==> src/rtl/memory_arbiter_pkg.sv <==
// -----------------------------------------------------------------------------
// memory_arbiter_pkg
// Shared types, constants and helpers for the memory arbiter slice.
//   arb_state_t       : arbiter FSM state (S_ARB = round robin, S_LOCK = held)
//   LP_LOCK_CNT_BITS  : width of the saturating locked-grant counter
//   fn_wrap_idx       : (base + off) modulo n, for base < n and off < n
// No ports (package).
// -----------------------------------------------------------------------------
package memory_arbiter_pkg;

    typedef enum logic [0:0] {
        S_ARB  = 1'b0,
        S_LOCK = 1'b1
    } arb_state_t;

    localparam int LP_LOCK_CNT_BITS = 16;

    // Both operands are already below n, so one conditional subtract is
    // enough; this keeps the wrap correct for non power-of-two port counts.
    function automatic int fn_wrap_idx(input int base, input int off, input int n);
        int sum;
        sum = base + off;
        if (sum >= n) begin
            sum = sum - n;
        end
        return sum;
    endfunction

endpackage

==> src/rtl/rr_pick.sv <==
// -----------------------------------------------------------------------------
// rr_pick
// Combinational round-robin picker. Scans I_req starting at I_ptr, wrapping
// modulo P_ports, and returns the first requesting port.
// Ports:
//   I_req  [P_ports]     : request vector
//   I_ptr  [P_idx_bits]  : index of the highest-priority port (< P_ports)
//   O_gnt  [P_ports]     : one-hot grant, zero when nothing requests
//   O_idx  [P_idx_bits]  : binary index of the granted port (0 when none)
//   O_any                : at least one port is requesting
// -----------------------------------------------------------------------------
module rr_pick
    import memory_arbiter_pkg::*;
#(
    parameter int P_ports    = 2,
    parameter int P_idx_bits = (P_ports > 2) ? 2 : 1
)(
    input  logic [P_ports-1:0]    I_req,
    input  logic [P_idx_bits-1:0] I_ptr,
    output logic [P_ports-1:0]    O_gnt,
    output logic [P_idx_bits-1:0] O_idx,
    output logic                  O_any
);

    // Candidate gi is the port reached gi steps after the pointer.
    logic [P_idx_bits-1:0] w_cand_idx [P_ports];
    logic [P_ports-1:0]    w_hit;
    logic [P_idx_bits-1:0] w_idx;
    logic                  w_any;

    genvar gi;
    generate
        for (gi = 0; gi < P_ports; gi++) begin : g_scan
            assign w_cand_idx[gi] = P_idx_bits'(fn_wrap_idx(int'(I_ptr), gi, P_ports));
            assign w_hit[gi]      = I_req[w_cand_idx[gi]];
        end
    endgenerate

    // Scan from the far end down so the nearest hit to the pointer wins.
    always_comb begin
        w_idx = '0;
        w_any = 1'b0;
        for (int k = P_ports - 1; k >= 0; k--) begin
            if (w_hit[k]) begin
                w_idx = w_cand_idx[k];
                w_any = 1'b1;
            end
        end
    end

    assign O_idx = w_idx;
    assign O_any = w_any;
    assign O_gnt = w_any ? ({{(P_ports-1){1'b0}}, 1'b1} << w_idx) : '0;

endmodule

==> src/rtl/memory_arbiter.sv <==
// -----------------------------------------------------------------------------
// memory_arbiter
// Round-robin arbiter sharing one single-port synchronous RAM (1-cycle
// registered read) among P_ports requesters. The RAM itself lives in the
// parent; this block only muxes the winner onto the RAM port and returns a
// per-port read-valid strobe.
//
// Optional feature macro: MEMORY_ARBITER_LOCK_EN
//   When defined, adds parameter P_lock_max and port I_lock so a requester can
//   hold the RAM for up to P_lock_max consecutive grants.
//
// Ports:
//   I_clock, I_reset        : clock, synchronous active-high reset
//   I_req/I_wren [P]        : per-port request and write qualifier
//   I_addr [P*A], I_data [P*D] : flattened per-port address / write data
//   I_lock [P]              : hold grant after this access (macro only)
//   O_gnt [P]               : one-hot combinational grant
//   O_rvalid [P]            : read data valid, one cycle after a read grant
//   O_rdata [D]             : shared read data (passthrough of I_mem_data)
//   O_mem_addr/O_mem_wren/O_mem_data : RAM command port
//   I_mem_data [D]          : RAM registered read data
// -----------------------------------------------------------------------------
module memory_arbiter
    import memory_arbiter_pkg::*;
#(
    parameter int P_ports     = 2,
    parameter int P_data_bits = 8,
    parameter int P_addr_bits = 10
`ifdef MEMORY_ARBITER_LOCK_EN
    ,
    parameter int P_lock_max  = 256
`endif
)(
    input  logic                           I_clock,
    input  logic                           I_reset,
    input  logic [P_ports-1:0]             I_req,
    input  logic [P_ports-1:0]             I_wren,
    input  logic [P_ports*P_addr_bits-1:0] I_addr,
    input  logic [P_ports*P_data_bits-1:0] I_data,
`ifdef MEMORY_ARBITER_LOCK_EN
    input  logic [P_ports-1:0]             I_lock,
`endif
    output logic [P_ports-1:0]             O_gnt,
    output logic [P_ports-1:0]             O_rvalid,
    output logic [P_data_bits-1:0]         O_rdata,
    output logic [P_addr_bits-1:0]         O_mem_addr,
    output logic                           O_mem_wren,
    output logic [P_data_bits-1:0]         O_mem_data,
    input  logic [P_data_bits-1:0]         I_mem_data
);

    localparam int LP_IDX_BITS = (P_ports > 2) ? 2 : 1;

    logic [LP_IDX_BITS-1:0] r_ptr;
    logic [P_ports-1:0]     r_rvalid;

    logic [P_ports-1:0]     w_pick_gnt;
    logic [LP_IDX_BITS-1:0] w_pick_idx;
    logic                   w_pick_any;

    logic [P_ports-1:0]     w_gnt_vec;
    logic [LP_IDX_BITS-1:0] w_gnt_idx;
    logic                   w_any;
    logic [LP_IDX_BITS-1:0] w_sel;

    rr_pick #(
        .P_ports    (P_ports),
        .P_idx_bits (LP_IDX_BITS)
    ) u_rr_pick (
        .I_req (I_req),
        .I_ptr (r_ptr),
        .O_gnt (w_pick_gnt),
        .O_idx (w_pick_idx),
        .O_any (w_pick_any)
    );

`ifdef MEMORY_ARBITER_LOCK_EN
    arb_state_t                  r_state;
    logic [LP_IDX_BITS-1:0]      r_owner;
    logic [LP_LOCK_CNT_BITS-1:0] r_lock_cnt;

    logic                        w_locked;
    logic                        w_start_lock;
    logic                        w_release;
    logic [LP_LOCK_CNT_BITS-1:0] w_cnt_inc;

    // The owner only bypasses round robin while it keeps requesting; once it
    // drops its request that cycle falls back to the normal picker.
    assign w_locked  = (r_state == S_LOCK) && I_req[r_owner];
    assign w_cnt_inc = (r_lock_cnt == '1) ? r_lock_cnt : r_lock_cnt + 1'b1;
    assign w_release = !I_lock[r_owner] || (32'(w_cnt_inc) >= 32'(P_lock_max));
    // With P_lock_max == 1 the entering grant already uses the whole budget.
    assign w_start_lock = !w_locked && w_pick_any && I_lock[w_pick_idx] && (P_lock_max > 1);

    always_comb begin
        w_gnt_idx = w_pick_idx;
        w_any     = w_pick_any;
        w_gnt_vec = w_pick_gnt;
        if (w_locked) begin
            w_gnt_idx = r_owner;
            w_any     = 1'b1;
            w_gnt_vec = {{(P_ports-1){1'b0}}, 1'b1} << r_owner;
        end
    end

    always_ff @(posedge I_clock) begin
        if (I_reset) begin
            r_state    <= S_ARB;
            r_owner    <= '0;
            r_lock_cnt <= '0;
        end else begin
            if (w_start_lock) begin
                r_state    <= S_LOCK;
                r_owner    <= w_pick_idx;
                r_lock_cnt <= LP_LOCK_CNT_BITS'(1);
            end else if (w_locked && !w_release) begin
                r_lock_cnt <= w_cnt_inc;
            end else begin
                r_state    <= S_ARB;
                r_lock_cnt <= '0;
            end
        end
    end
`else
    assign w_gnt_idx = w_pick_idx;
    assign w_any     = w_pick_any;
    assign w_gnt_vec = w_pick_gnt;
`endif

    // With no winner the RAM port shows the pointer port's address and data.
    assign w_sel = w_any ? w_gnt_idx : r_ptr;

    assign O_gnt      = I_reset ? '0 : w_gnt_vec;
    assign O_mem_wren = w_any && !I_reset && I_wren[w_gnt_idx];
    assign O_mem_addr = I_addr[w_sel*P_addr_bits +: P_addr_bits];
    assign O_mem_data = I_data[w_sel*P_data_bits +: P_data_bits];
    assign O_rdata    = I_mem_data;
    // Masking with I_reset drops a read whose data cycle coincides with reset.
    assign O_rvalid   = I_reset ? '0 : r_rvalid;

    always_ff @(posedge I_clock) begin
        if (I_reset) begin
            r_ptr    <= '0;
            r_rvalid <= '0;
        end else begin
            r_rvalid <= w_gnt_vec & ~I_wren;
            if (w_any) begin
                r_ptr <= LP_IDX_BITS'(fn_wrap_idx(int'(w_gnt_idx), 1, P_ports));
            end
        end
    end

endmodule

==> config.mk <==
export PLATFORM = sky130hd
export DESIGN_NAME = memory_arbiter
export DESIGN_NICKNAME = d
export VERILOG_FILES = /design/src/rtl/memory_arbiter_pkg.sv /design/src/rtl/rr_pick.sv /design/src/rtl/memory_arbiter.sv
export SDC_FILE = /design/constraint.sdc
export NUM_CORES = 1
export LEC_CHECK = 0
export CAP_MARGIN = 20
export CORE_MARGIN = 2
export CORE_UTILIZATION = 23
export CTS_BUF_LIST = sky130_fd_sc_hd__clkbuf_8
export DETAILED_ROUTE_END_ITERATION = 8
export PLACE_DENSITY = 0.86
export SYNTH_ARGS = -nofsm -noshare
export SYNTH_HDL_FRONTEND = slang
export SYNTH_SLANG_ARGS = --single-unit
==> constraint.sdc <==
create_clock -name I_clock -period 2.9 [get_ports I_clock]
set_input_delay 0.29 -clock I_clock [delete_from_list [all_inputs] [get_ports I_clock]]
set_output_delay 0.29 -clock I_clock [all_outputs]
set_load 0.005 [all_outputs]
==> impl_metrics.tcl <==
set metrics [dict create \
    ir_worst_vdd_mv 0.217 \
    cts_tree "done" \
    chipHeight_um 49.8 \
    layout_min_cycle_time_ps 2530 \
    cpLargestDelayFamily "buffers and inverters" \
    fin_worst_skew_ps 0.106 \
    yosys_warns 0 \
    ys_seq_elements 3 \
    mostFrequentLayoutCells "sky130_fd_sc_hd__clkdlybuf4s50_1, sky130_fd_sc_hd__mux2_4, sky130_fd_sc_hd__mux2_2" \
    timing.setup.tns_ps 0 \
    detail-route-antenna-nets 0 \
    total_switching_power_mw 0.0712 \
    min_path_type "flop to flop" \
    share_of_synthesized_area_occupied_by_flip_flops_and_latches_pct 12.5 \
    num-nets-final 158 \
    layout.cell_area.non_filler_um2 1110 \
    layout.cells.most_common "sky130_fd_sc_hd__clkdlybuf4s50_1" \
    combinationalPowerShare_pct 51.9 \
    timing.critical_path.required_ps 2610 \
    worst_setup_path_end_kind "output pin" \
    max_cap_violations 0 \
    rsz0062_at_grt "no" \
    grt_pass1_wl_mm 2.86 \
    switching_share_pct 21.4 \
    timing.final.ws_setup_ps 374 \
    crit_slowest_cell "sky130_fd_sc_hd__maj3_2" \
    slew_headroom_pct 66.2 \
    timing_hold_violations_final 0 \
    internal_power_mw 0.261 \
    gp_routability_congestion 0.785 \
    critPathMaxFanout 18 \
    place_worst_setup_slack_ps 357 \
    detail_route.vias_per_cell 4.25 \
    start_util_pct 24.6 \
    fp.dieArea_um2 2480 \
    post_cts.repair.setup_buffers 0 \
    cp-start-kind "input port" \
    ff2ff_path_depth 3 \
    worstSetupPathType "input port to output pin" \
    timing.critical_path.arrival_ps 2240 \
    mappedNetlistArea_um2 482 \
    critical_path.n_buffers_inverters 2 \
    cts-hold-fix-buffers 0 \
    final-setup-viol-count 0 \
    floorplan.core_area_um2 1960 \
    detailedPlacementHpwl_mm 1.54 \
    clock_power_share_pct 34.7 \
    utilization_pct 56.6 \
    final_min_period_over_clock_period_pct 87.1 \
    pwr-share-seq_pct 13.5 \
    run_status "completed" \
    cts_made_buffers 3 \
    fmaxAchievable_mhz 396 \
    row_count 16 \
    post_synth.cell_area_avg_um2 9.83 \
    wirelength_mm 1.84 \
    slew_viol_final 0 \
    max_slew.worst_pin.slew_ps 508 \
    synth.distinct_cells 16 \
    route.vias.total 569 \
    die_w_um 49.8 \
    grt_overflow 0 \
    track_usage_pct 14.8 \
    cp_num_cells 4 \
    dpl-instance-area_um2 1060 \
    post_route_cells_drive_above_1_share_pct 21.5 \
    cts_max_path_buffers 2 \
    number_of_gates_given_a_new_drive_strength_after_cts 0 \
    grt_start_max_net_pins 19 \
    route.detailed.drc 0 \
    clkSinkCount 3 \
    cp_cell_sequence "clkdlybuf4s50_1 -> maj3_2 -> mux2_2 -> clkdlybuf4s50_1" \
    hold_path_depth 2 \
    wl_per_cell_um 13.7 \
    timing.critical_path.slowest_cell_delay_ps 560 \
    dr.first_iter.drc_count 4 \
    grt_pass1_vias 599 \
    crit_path_frequent_cell "sky130_fd_sc_hd__clkdlybuf4s50_1" \
    htree_num_levels 1 \
    clk_pin_slew_worst_paths_ps 30 \
    clock-root-buffer "sky130_fd_sc_hd__clkbuf_8" \
    grt_antenna_before_repair 0 \
    insertion_delay_of_the_later_clocked_pin_in_the_worst_skew_pair_ps 210 \
    count_of_inserted_antenna_diode_cells 0 \
    cellLeakagePower_nw 0.456 \
    drt_first_pass_iters 2 \
    boundaryPins 81 \
    areaGrowthSynthToFinish_pct 130 \
    synthesis.instances 49 \
    power_per_cell_area_nw_per_um2 299 \
    synth_fp_nets 99 \
    place.port_buffers 64 \
]
[state kept, by name (all words and copies together), names as in the netlist]
name / flops
r_rvalid: 2
r_ptr: 1
[cells by family after synthesis]
kind of cell	count (synthesis)	synth area share [%]
AO/OA/AOI/OAI	2	2.08
adder cells (fa/ha/maj)	1	2.34
buffers and inverters	12	20.5
flip-flops	3	12.5
multiplexers	18	49.9
AND/OR/NAND/NOR	13	12.7
[worst register-to-register path, cell delays in order (launching register included)]
cell and delay, ps:
sky130_fd_sc_hd__dfxtp_1 360, sky130_fd_sc_hd__nand2b_1 170, sky130_fd_sc_hd__nand2_1 90, sky130_fd_sc_hd__nor3_1 140
[routing by layer]
layer	part of all wire, %	vias to the layer above	track usage (%)
met5	0	-	0
met4	2.0	0	6.94
met3	8.8	4	3.94
met2	48	41	24.2
met1	42	246	17.9
li1	-	278	-
[worst paths after layout]
check	start	to	slack (ps)
min	r_ptr	r_ptr	510
max reg2reg	r_ptr	r_rvalid[1]	2060
min reg2reg	r_ptr	r_ptr	510
max	I_req[0]	O_mem_data[6]	370
[synthesized netlist by cell type]
cell type                   n  area [um2]
sky130_fd_sc_hd__mux2_2     8        90.1
sky130_fd_sc_hd__a21oi_1    2        10.0
sky130_fd_sc_hd__nand2_1    4        15.0
sky130_fd_sc_hd__nor2_1     2        7.51
sky130_fd_sc_hd__buf_12     1        20.0
sky130_fd_sc_hd__maj3_2     1        11.3
sky130_fd_sc_hd__buf_4      8        60.1
sky130_fd_sc_hd__mux2_4    10         150
sky130_fd_sc_hd__buf_6      1        11.3
sky130_fd_sc_hd__nand3_1    2        10.0
sky130_fd_sc_hd__nand2b_1   1        6.26
sky130_fd_sc_hd__nor3_1     2        10.0
sky130_fd_sc_hd__inv_1      1        3.75
sky130_fd_sc_hd__inv_2      1        3.75
sky130_fd_sc_hd__nor2b_1    2        12.5
sky130_fd_sc_hd__dfxtp_1    3        60.1
[area by class of cell]
class | count | area (um2)
timing repair buffer | 64 | 641
multi-input combinational | 34 | 323
fill | 184 | 852
inverter | 2 | 7.51
clock buffer | 3 | 41.3
tap | 27 | 33.8
sequential | 3 | 60.1
clock inverter | 1 | 3.75
[power groups by stage]
| stage | combinational, mW | clock, mW | sequential [mW] |
|---|---|---|---|
| after global routing | 0.183 | 0.124 | 0.0450 |
| after detailed placement | 0.173 | 0 | 0.0453 |
| after CTS | 0.174 | 0.116 | 0.0448 |
| final | 0.172 | 0.115 | 0.0448 |
| after global placement | 0.169 | 0 | 0.0452 |
| after floorplan | 0.0744 | 0 | 0.0450 |
[per-stage QoR]
| stage | power [mW] | hold WS (ps) | cells |
|---|---|---|---|
| 3_5_place_dp | 0.218 | 500 | 130 |
| 4_1_cts | 0.335 | 514 | 134 |
| 3_3_place_gp | 0.214 | 473 | 130 |
| 2_1_floorplan | 0.119 | 359 | 49 |
| 5_1_grt | 0.351 | 530 | 134 |
| 6_report | 0.332 | 510 | 134 |
Power figures use the tool's default switching activity.
